$ cat config.mk
export PLATFORM = sky130hd
export DESIGN_NAME = iob_ram_tdp_be_ctrl
export DESIGN_NICKNAME = d
export VERILOG_FILES = /design/src/rtl/iob_ram_tdp_be_ctrl_pkg.sv /design/src/rtl/iob_ram_tdp_be_ctrl_rr.sv /design/src/rtl/iob_ram_tdp_be_ctrl.sv
export SDC_FILE = /design/constraint.sdc
export NUM_CORES = 1
export LEC_CHECK = 0
export CORE_AREA = 5 5 113 115
export CTS_CLUSTER_SIZE = 8
export DETAILED_ROUTE_END_ITERATION = 6
export DIE_AREA = 0 0 118 120
export SKIP_CTS_REPAIR_TIMING = 1
export SYNTH_ARGS = -nofsm -noshare
export SYNTH_HDL_FRONTEND = slang
export SYNTH_HIERARCHICAL = 1
export SYNTH_SLANG_ARGS = --single-unit
export TNS_END_PERCENT = 5
$ cat constraint.sdc
create_clock -name clk_i -period 2.8 [get_ports clk_i]
set_input_delay 0.28 -clock clk_i [delete_from_list [all_inputs] [get_ports clk_i]]
set_output_delay 0.28 -clock clk_i [all_outputs]
set_load 0.03 [all_outputs]
$ cat src/rtl/iob_ram_tdp_be_ctrl_pkg.sv
// iob_ram_tdp_be_ctrl_pkg: shared types for the TDP RAM controller.
// FSM state encodings and round-robin priority reset value.
package iob_ram_tdp_be_ctrl_pkg;

  typedef enum logic [0:0] {
    ST_INIT = 1'b0,
    ST_RUN  = 1'b1
  } state_t;

  // Requester 0 owns the tie-break after reset.
  localparam logic PRIO_RST = 1'b0;

endpackage

$ cat src/rtl/iob_ram_tdp_be_ctrl_rr.sv
// iob_ram_tdp_be_ctrl_rr: same-address conflict detect + round-robin grant.
// Ports: clk_i, arst_n_i, run_i, v0/v1 valid, a0/a1 addr, wr0/wr1 write,
//        g0_o/g1_o grants (drive the requester ready outputs).
module iob_ram_tdp_be_ctrl_rr
  import iob_ram_tdp_be_ctrl_pkg::*;
#(
  parameter int ADDR_W = 4
) (
  input  logic              clk_i,
  input  logic              arst_n_i,
  input  logic              run_i,
  input  logic              v0_i,
  input  logic              v1_i,
  input  logic [ADDR_W-1:0] a0_i,
  input  logic [ADDR_W-1:0] a1_i,
  input  logic              wr0_i,
  input  logic              wr1_i,
  output logic              g0_o,
  output logic              g1_o
);

  logic prioQ;
  logic conflict;

  // Only a write to a shared address needs arbitration;
  // two reads of one address are served together.
  assign conflict = v0_i & v1_i & (a0_i == a1_i)
                  & (wr0_i | wr1_i);

  assign g0_o = run_i & v0_i & (~conflict | ~prioQ);
  assign g1_o = run_i & v1_i & (~conflict |  prioQ);

  // The loser of a conflict gets the next one.
  always_ff @(posedge clk_i or negedge arst_n_i) begin
    if (!arst_n_i) begin
      prioQ <= PRIO_RST;
    end else if (run_i & conflict) begin
      prioQ <= ~prioQ;
    end
  end

endmodule

$ cat src/rtl/iob_ram_tdp_be_ctrl.sv
// iob_ram_tdp_be_ctrl: maps two requesters onto an external TDP BE RAM.
// r0 -> port A, r1 -> port B; 1-cycle read latency; rr on write conflicts.
// Ports: clk_i, arst_n_i; rk_valid/addr/wdata/wstrb_i, rk_ready/rvalid/rdata_o;
//        enX_o, weX_o, addrX_o, dX_o, dX_i for X in {A,B}; init_done_o.
// Macro IOB_RAM_TDP_BE_CTRL_INIT_EN: zero-fill the RAM via port A after reset.
module iob_ram_tdp_be_ctrl
  import iob_ram_tdp_be_ctrl_pkg::*;
#(
  parameter int DATA_W = 32,
  parameter int ADDR_W = 4
) (
  input  logic                clk_i,
  input  logic                arst_n_i,
  input  logic                r0_valid_i,
  input  logic [ADDR_W-1:0]   r0_addr_i,
  input  logic [DATA_W-1:0]   r0_wdata_i,
  input  logic [DATA_W/8-1:0] r0_wstrb_i,
  output logic                r0_ready_o,
  output logic                r0_rvalid_o,
  output logic [DATA_W-1:0]   r0_rdata_o,
  input  logic                r1_valid_i,
  input  logic [ADDR_W-1:0]   r1_addr_i,
  input  logic [DATA_W-1:0]   r1_wdata_i,
  input  logic [DATA_W/8-1:0] r1_wstrb_i,
  output logic                r1_ready_o,
  output logic                r1_rvalid_o,
  output logic [DATA_W-1:0]   r1_rdata_o,
  output logic                enA_o,
  output logic [DATA_W/8-1:0] weA_o,
  output logic [ADDR_W-1:0]   addrA_o,
  output logic [DATA_W-1:0]   dA_o,
  input  logic [DATA_W-1:0]   dA_i,
  output logic                enB_o,
  output logic [DATA_W/8-1:0] weB_o,
  output logic [ADDR_W-1:0]   addrB_o,
  output logic [DATA_W-1:0]   dB_o,
  input  logic [DATA_W-1:0]   dB_i,
  output logic                init_done_o
);

  logic              inInit;
  logic              live;
  logic [ADDR_W-1:0] clrAddr;
  logic              rv0Q;
  logic              rv1Q;

`ifdef IOB_RAM_TDP_BE_CTRL_INIT_EN
  state_t            stateQ;
  state_t            stateD;
  logic [ADDR_W-1:0] cntQ;

  always_ff @(posedge clk_i or negedge arst_n_i) begin
    if (!arst_n_i) begin
      stateQ <= ST_INIT;
      cntQ   <= '0;
    end else begin
      stateQ <= stateD;
      if (stateQ == ST_INIT) begin
        cntQ <= cntQ + 1'b1;
      end
    end
  end

  always_comb begin
    stateD = stateQ;
    unique case (stateQ)
      ST_INIT: if (&cntQ) stateD = ST_RUN;
      ST_RUN:  stateD = ST_RUN;
    endcase
  end

  // Reset gating keeps every output quiet while arst_n_i is low.
  assign inInit  = arst_n_i & (stateQ == ST_INIT);
  assign live    = arst_n_i & (stateQ == ST_RUN);
  assign clrAddr = cntQ;
`else
  assign inInit  = 1'b0;
  assign live    = arst_n_i;
  assign clrAddr = '0;
`endif

  assign init_done_o = live;

  iob_ram_tdp_be_ctrl_rr #(
    .ADDR_W (ADDR_W)
  ) uRr (
    .clk_i    (clk_i),
    .arst_n_i (arst_n_i),
    .run_i    (live),
    .v0_i     (r0_valid_i),
    .v1_i     (r1_valid_i),
    .a0_i     (r0_addr_i),
    .a1_i     (r1_addr_i),
    .wr0_i    (|r0_wstrb_i),
    .wr1_i    (|r1_wstrb_i),
    .g0_o     (r0_ready_o),
    .g1_o     (r1_ready_o)
  );

  always_comb begin
    enA_o   = 1'b0;
    weA_o   = '0;
    addrA_o = '0;
    dA_o    = '0;
    if (inInit) begin
      enA_o   = 1'b1;
      weA_o   = '1;
      addrA_o = clrAddr;
    end else if (r0_ready_o) begin
      enA_o   = 1'b1;
      weA_o   = r0_wstrb_i;
      addrA_o = r0_addr_i;
      dA_o    = r0_wdata_i;
    end
  end

  always_comb begin
    enB_o   = 1'b0;
    weB_o   = '0;
    addrB_o = '0;
    dB_o    = '0;
    if (r1_ready_o) begin
      enB_o   = 1'b1;
      weB_o   = r1_wstrb_i;
      addrB_o = r1_addr_i;
      dB_o    = r1_wdata_i;
    end
  end

  always_ff @(posedge clk_i or negedge arst_n_i) begin
    if (!arst_n_i) begin
      rv0Q <= 1'b0;
      rv1Q <= 1'b0;
    end else begin
      rv0Q <= r0_ready_o & ~(|r0_wstrb_i);
      rv1Q <= r1_ready_o & ~(|r1_wstrb_i);
    end
  end

  assign r0_rvalid_o = rv0Q;
  assign r1_rvalid_o = rv1Q;
  assign r0_rdata_o  = rv0Q ? dA_i : '0;
  assign r1_rdata_o  = rv1Q ? dB_i : '0;

endmodule

[Yosys cells after proc, flatten, opt, wreduce, memory -nomap -nowiden]
Cells that the tools add are included.
Word-level totals
  bits of input ports: 148
  flip-flop bits (word level): 3
Cells by class
  equal/unequal tests: 1
  muxes and demuxes: 10
  reductions and logical operators: 2
  bitwise gates (word level): 17
Operators by type and width (count)
  $mux W32: 4
  $mux W4: 4
  $and A1 B1 Y1: 10
  $reduce_or A4 Y1: 2
  $eq A4 B4 Y1: 1
  $not A1 Y1: 4
  $or A1 B1 Y1: 3
  $mux W1: 2

[Longest topological paths before layout]
Gate-level depths: netlist of the first run.
  word-level depth: 7
  depth in mapped cells: 7
  gate-level depth less buffers: 6

[Cells and area by module]
Netlist of the first run, hierarchy kept.
By module, submodules not included
  iob_ram_tdp_be_ctrl: area an instance 1071.0 um2, cells each 169, instances 1
  iob_ram_tdp_be_ctrl_rr: area an instance 122.6 um2, cells each 15, instances 1

[Worst setup path before layout of the first run]
No wires, ideal clock.
  path type: input to output
  from: input port r1_wstrb_i[2]
  to: output port dA_o[22]
  buffers on the path: 1
  path slack: 0.035 ns
  arrival: 2.485 ns
  cell stages on the path: 6
  data required time: 2.520 ns
  cells stage by stage: or4_4 > o211ai_1 > nor3_1 > a31oi_1 > clkbuf_1 > and2_1
On the way
  cells in the longest elaborated chain, start to end: 7
Ends and longest elaborated chain
  from (decl): line iob_ram_tdp_be_ctrl.sv:24  | input logic [DATA_W/8-1:0] r1_wstrb_i,
  $reduce_or A4 Y1: line iob_ram_tdp_be_ctrl.sv:95  | .wr1_i (|r1_wstrb_i),
  $or A1 B1 Y1: line iob_ram_tdp_be_ctrl_rr.sv:28  | & (wr0_i | wr1_i);
  $and A1 B1 Y1: line iob_ram_tdp_be_ctrl_rr.sv:28
  $not A1 Y1: line iob_ram_tdp_be_ctrl_rr.sv:30  | assign g0_o = run_i & v0_i & (~conflict | ~prioQ);
  $or A1 B1 Y1: line iob_ram_tdp_be_ctrl_rr.sv:30
  $and A1 B1 Y1: line iob_ram_tdp_be_ctrl_rr.sv:30
  $mux W32: line iob_ram_tdp_be_ctrl.sv:109  | end else if (r0_ready_o) begin
  to (decl): line iob_ram_tdp_be_ctrl.sv:31  | output logic [DATA_W-1:0] dA_o,
Every way passes these cells.

[Worst setup path after layout of the first run]
  from: input port r1_wstrb_i[1]
  to: output port dA_o[15]
Same word-level chain as after synthesis.

==> impl_metrics.toml, run 1 <==
[power_and_ir_drop]
pwr-share-seq_pct = 7.2
clockPowerShare_pct = 28.1
max-vdd-ir-drop_v = 0.000120
p_sw_share_pct = 32.2
pwr-share-comb_pct = 64.7
intPower_uw = 543
powerDensity_nw_per_um2 = 185
power.switching_uw = 258
power.leakage_nw = 1.85

[synthesis]
syn_avg_cell_area_um2 = 6.49
syn-num-nets = 332
synth_cells = 184
yosysUniqueCellTypes = 16
yosysSeqAreaShare_pct = 6.29
synth_seq_cells = 3
synth_area_um2 = 1190
ys.warnings.count = 6

[drt]
wl_per_cell_um = 13.9
vias_per_cell = 3.62
drt-pass1-iter-count = 2
drcViolationCount = 0
routed_wl_um = 8640
drt-initial-drc-count = 30
num_vias = 2253
ant_nets = 0

[final_layout]
n_antenna_cell = 0
fin_cells = 622
layout_common_cells = "214 x clkdlybuf4s50_1, 141 x and2_1, 82 x buf_4, 7 x buf_12, 4 x clkbuf_16"
layout.nets = 624
post-route-cell-area_um2 = 4320
final_common_cell = "clkdlybuf4s50_1"
areaGrowthSynthToFinish_pct = 262
drive_gt1_share_pct = 21.7

[sta]
hold_viol_final = 0
fin_crit_ns = 2.71
setup_violations = 0
drv_slew = 0
relSlewSlack_pct = 49.8
worst_pin_slew_ns = 0.752
timing.final.crit_share_pct = 96.9
skew_ns = 0.000212
fin_ws_ns = 0.0875
fmax_mhz = 369

[die]
dieArea_um2 = 14200
fp.coreArea_um2 = 11700
die_w_um = 118
std_cell_rows = 40
start_util_pct = 10.2
die_h_um = 120
io_pins = 299

[setup_path]
crit_path_max_incr_delay_ns = 0.53
worst_path_most_repeated_cell = "buf_4"
startpoint_type = "primary input"
crit_family = "buffers and inverters"
path_buf_inv = 4
crit_arrival_ns = 2.43
cp_slowest_cell = "or4_4"
crit_type = "in -> out"
crit_path_end_kind = "primary output"
crit_fanout = 20
cp_cell_sequence = "clkdlybuf4s50_1 > or4_4 > o211ai_1 > nor3_1 > a31oi_2 > buf_4 > clkbuf_16 > and2_1 > buf_4"
critical_path_required_ns = 2.52

[clocking]
htree_levels = 1
clockBufferDepth = 2
clock_latency_ns = 0.22
clkTransAtPathRegs_ns = 0.03
cts_tree = "yes"
clkSinkCount = 3
cts_buffers = 3
root_buffer = "clkbuf_16"

[global_routing]
grt_pass1_wl_um = 12700
antenna_found_initial = 0
grt.overflow.total = 0
grt_max_degree = 44
grt_use_total_pct = 10.9
grt_pass1_vias = 2414

[placed_design]
gp_congestion = 0.792
dpl.hpwl_um = 7560
place_ws_ns = 0.0612
placed_cell_area_um2 = 4200
io_buffers = 298
dp_cells = 615

[run_status]
status = "completed"

[job]
maxCapViolCount = 0

[worst_hold_path]
hold_path.class = "in -> async"
[Yosys cell counts]
cell | count | area, µm²
and2_1 | 142 | 888
clkbuf_1 | 14 | 52.6
buf_4 | 3 | 22.5
dfrtp_1 | 3 | 75.1
inv_1 | 3 | 11.3
xnor2_1 | 3 | 26.3
a31oi_1 | 2 | 12.5
and2_2 | 2 | 15.0
nand2_1 | 2 | 7.51
nor2_2 | 2 | 12.5
or4_4 | 2 | 22.5
xor2_1 | 2 | 17.5
nand3_1 | 1 | 5.00
nor3_1 | 1 | 5.00
nor4_2 | 1 | 12.5
o211ai_1 | 1 | 7.51
[flip-flops by register name, indices dropped and copies added (netlist names)]
signal,flops
r1_rvalid_o,1
uRr/prioQ,1
r0_rvalid_o,1
[final cells by class]
class | count | area [µm²]
tap | 147 | 184
inverter | 3 | 11.3
clock buffer | 4 | 78.8
sequential | 3 | 75.1
fill | 1201 | 7390
multi-input combinational | 161 | 1050
timing repair buffer | 304 | 2920
[power by group through the flow]
| stage | Sequential (mW) | Clock [mW] | Combinational, mW |
|---|---|---|---|
| 2_1_floorplan | 0.0541 | 0 | 0.191 |
| 3_3_place_gp | 0.0577 | 0 | 0.511 |
| 3_5_place_dp | 0.0580 | 0 | 0.515 |
| 4_1_cts | 0.0575 | 0.231 | 0.518 |
| 5_1_grt | 0.0585 | 0.233 | 0.550 |
| 6_report | 0.0576 | 0.225 | 0.518 |
[per-stage QoR]
stage / hold slack [ns] / utilization [%] / power, mW / setup TNS, ns
2_1_floorplan: -0.0156 / - / 0.245 / 0
3_3_place_gp: 0.533 / 35.8 / 0.569 / 0
3_5_place_dp: 0.540 / 35.8 / 0.573 / 0
4_1_cts: 0.306 / 36.5 / 0.806 / 0
5_1_grt: 0.330 / 36.9 / 0.842 / -0.0166
6_report: 0.303 / 36.9 / 0.801 / 0
[metal layers]
layer	global-route usage (%)	routed length [µm]	vias to the layer above	share of wire [%]
li1	-	-	1133	-
met1	11.8	3170	981	37
met2	20.7	4680	137	54
met3	3.49	753	2	8.7
met4	2.15	39	0	0.45
met5	0	0	-	0
[worst paths after layout]
path | startpoint | to | slack, ns | cells after the start
min in group clk_i | uRr/prioQ$_DFFE_PN0P_ | uRr/prioQ$_DFFE_PN0P_ | 0.61 | 2
worst max register to register | uRr/prioQ$_DFFE_PN0P_ | r0_rvalid_o$_DFF_PN0_ | 1.64 | 5
worst min register to register | uRr/prioQ$_DFFE_PN0P_ | uRr/prioQ$_DFFE_PN0P_ | 0.61 | 2
max in group asynchronous | arst_n_i | r0_rvalid_o$_DFF_PN0_ | 2.29 | 1
worst min-delay path | arst_n_i | uRr/prioQ$_DFFE_PN0P_ | 0.30 | 1
worst max-delay path | r1_wstrb_i[1] | dA_o[15] | 0.09 | 9
[worst register-to-register path: stages (launching register included)]
cell       delay, ns
dfrtp_1         0.39
a31oi_2         0.22
buf_4           0.18
clkbuf_16       0.17
inv_1           0.05
nor2_2          0.09
[logic make-up after synthesis]
family	synth area share [%]
and+or+nand+nor	81.1
buffers and inverters	7.23
xor gates and xnor gates	3.67
AOI/OAI and AO/OA	1.68
DFF	6.29
No activity file was read; power rests on OpenSTA's default activity.
==> run 2, diff against run 1 <==
--- a/config.mk
+++ b/config.mk
@@ -5,10 +5,11 @@
 export SDC_FILE = /design/constraint.sdc
 export NUM_CORES = 1
 export LEC_CHECK = 0
-export CORE_AREA = 5 5 113 115
-export CTS_CLUSTER_SIZE = 8
+export CORE_AREA = 5 5 114 116
+export CTS_CLUSTER_SIZE = 16
 export DETAILED_ROUTE_END_ITERATION = 6
-export DIE_AREA = 0 0 118 120
+export DIE_AREA = 0 0 119 121
+export DONT_BUFFER_PORTS = 1
 export SKIP_CTS_REPAIR_TIMING = 1
 export SYNTH_ARGS = -nofsm -noshare
 export SYNTH_HDL_FRONTEND = slang
==> run 2 against run 1 <==
  * Non-clock buffer count is 299 lower
  * Register-to-register slack worse by 0.10 ns
  * First-iteration DRC count rose by 3.3%
  * Via count fell by 46%
  * Maximum frequency increased by 4.8%
  * Sequential power increased by 2%
  * Critical path depth decreased by 3
  * Critical path type unchanged
  * Critical endpoint is now dA_o[21]
==> impl_metrics.toml, run 2 (same netlist as run 1, synthesis figures left out) <==
[drt]
vias_per_cell = 3.74
wl_per_cell_um = 18.5
num_vias = 1207
ant_nets = 0
drt-initial-drc-count = 31
drt-pass1-iter-count = 3
routed_wl_um = 5990
drcViolationCount = 0

[setup_path]
crit_fanout = 42
crit_arrival_ns = 2.31
reg2reg_from = "uRr/prioQ$_DFFE_PN0P_"
critical_path_required_ns = 2.52
startpoint_type = "primary input"
r2r_end = "r0_rvalid_o$_DFF_PN0_"
worstRegToRegCells = 4
r2r_slack_ns = 1.54
crit_path_end_kind = "primary output"
crit_type = "in -> out"
crit_end = "dA_o[21]"
crit_start = "r1_wstrb_i[2]"

[clocking]
cts_buffers = 3
clock_latency_ns = 0.22
clkTransAtPathRegs_ns = 0.03
htree_levels = 1
root_buffer = "clkbuf_16"
cts_tree = "yes"
clockBufferDepth = 2
clkSinkCount = 3

[power_and_ir_drop]
power.leakage_nw = 0.576
powerDensity_nw_per_um2 = 339
max-vdd-ir-drop_v = 0.000280

[sta]
drv_slew = 0
fmax_mhz = 386
worst_pin_slew_ns = 0.716
skew_ns = 0.00155
fin_ws_ns = 0.211
fin_crit_ns = 2.59
tns_ns = 0
setup_violations = 0
relSlewSlack_pct = 52.3
timing.final.crit_share_pct = 92.5
hold_viol_final = 0
rsz0062_at_grt = "false"

[final_layout]
drive_gt1_share_pct = 9.09
final_common_cell = "and2_1"
n_antenna_cell = 0
layout_common_cells = "142 x and2_1, 3 x inv_1, 3 x clkbuf_16, 3 x dfrtp_1, 3 x xnor2_1"
layout.nets = 325
multi_input_area_um2 = 1060
nFillCells = 1348
ff_latch_area_um2 = 75.1
areaGrowthSynthToFinish_pct = 23.7

[placed_design]
place_ws_ns = 0.189
dpl.hpwl_um = 5470
io_buffers = 0
gp_congestion = 0.717

[die]
io_pins = 299
start_util_pct = 10.1
dieArea_um2 = 14400
std_cell_rows = 40
die_w_um = 119
fp.coreArea_um2 = 11800
die_h_um = 121

[global_routing]
grt_use_total_pct = 6.92
antenna_found_initial = 0
grt.overflow.total = 0
grt_pass1_wl_um = 7400
grt_pass1_vias = 1167
grt_max_degree = 44

[worst_hold_path]
hold_depth = 2
hold_path.class = "in -> reg"

[run_status]
status = "completed"

[job]
maxCapViolCount = 0
==> run 2: layer usage <==
metal | GRT usage (%) | wire length, µm | vias to the layer above
met3 | 3.12 | 658 | 2
met2 | 11.1 | 3070 | 136
met5 | 0 | 0 | -
met4 | 1.96 | 53 | 0
met1 | 8.32 | 2210 | 538
li1 | - | - | 531
==> run 2: how the worst min path moves through the flow <==
stage	startpoint	end
2_1_floorplan	arst_n_i	r0_rvalid_o$_DFF_PN0_
3_3_place_gp	arst_n_i	r1_rvalid_o$_DFF_PN0_
3_5_place_dp	arst_n_i	r1_rvalid_o$_DFF_PN0_
4_1_cts	arst_n_i	r0_rvalid_o$_DFF_PN0_
5_1_grt	r0_wstrb_i[2]	r0_rvalid_o$_DFF_PN0_
6_report	r0_wstrb_i[2]	r0_rvalid_o$_DFF_PN0_
==> run 2: final cells by class <==
cell class	instances	area share, %
Clock buffer	4	5.34
Sequential cell	3	5.08
Timing Repair Buffer	5	4.41
Inverter	3	0.763
Tap cell	147	12.5
Multi-Input combinational cell	161	71.9
==> run 2: worst max-delay path, stage by stage <==
cell	delay [ns]
or4_4	0.53
o211ai_1	0.27
nor3_1	0.18
a31oi_4	0.41
buf_12	0.24
and2_1	0.37
==> run 2: power by group <==
| group | internal, mW | total [mW] | switching, mW |
|---|---|---|---|
| Sequential | 0.0503 | 0.0590 | 0.00866 |
| Combinational | 0.0463 | 0.216 | 0.170 |
| Clock | 0.188 | 0.225 | 0.0371 |
| Total | 0.284 | 0.500 | 0.216 |
==> run 2: through the flow <==
step / hold slack (ns) / area [µm²] / instances / utilization, % / power (mW)
3_3_place_gp: -0.0132 / 1390 / 318 / 11.7 / 0.272
6_report: 0.229 / 1480 / 323 / 12.5 / 0.500
5_1_grt: 0.232 / 1480 / 323 / 12.5 / 0.524
4_1_cts: -0.249 / 1470 / 322 / 12.4 / 0.506
2_1_floorplan: -0.0156 / 1190 / 184 / - / 0.245
3_5_place_dp: -0.0133 / 1390 / 318 / 11.7 / 0.275
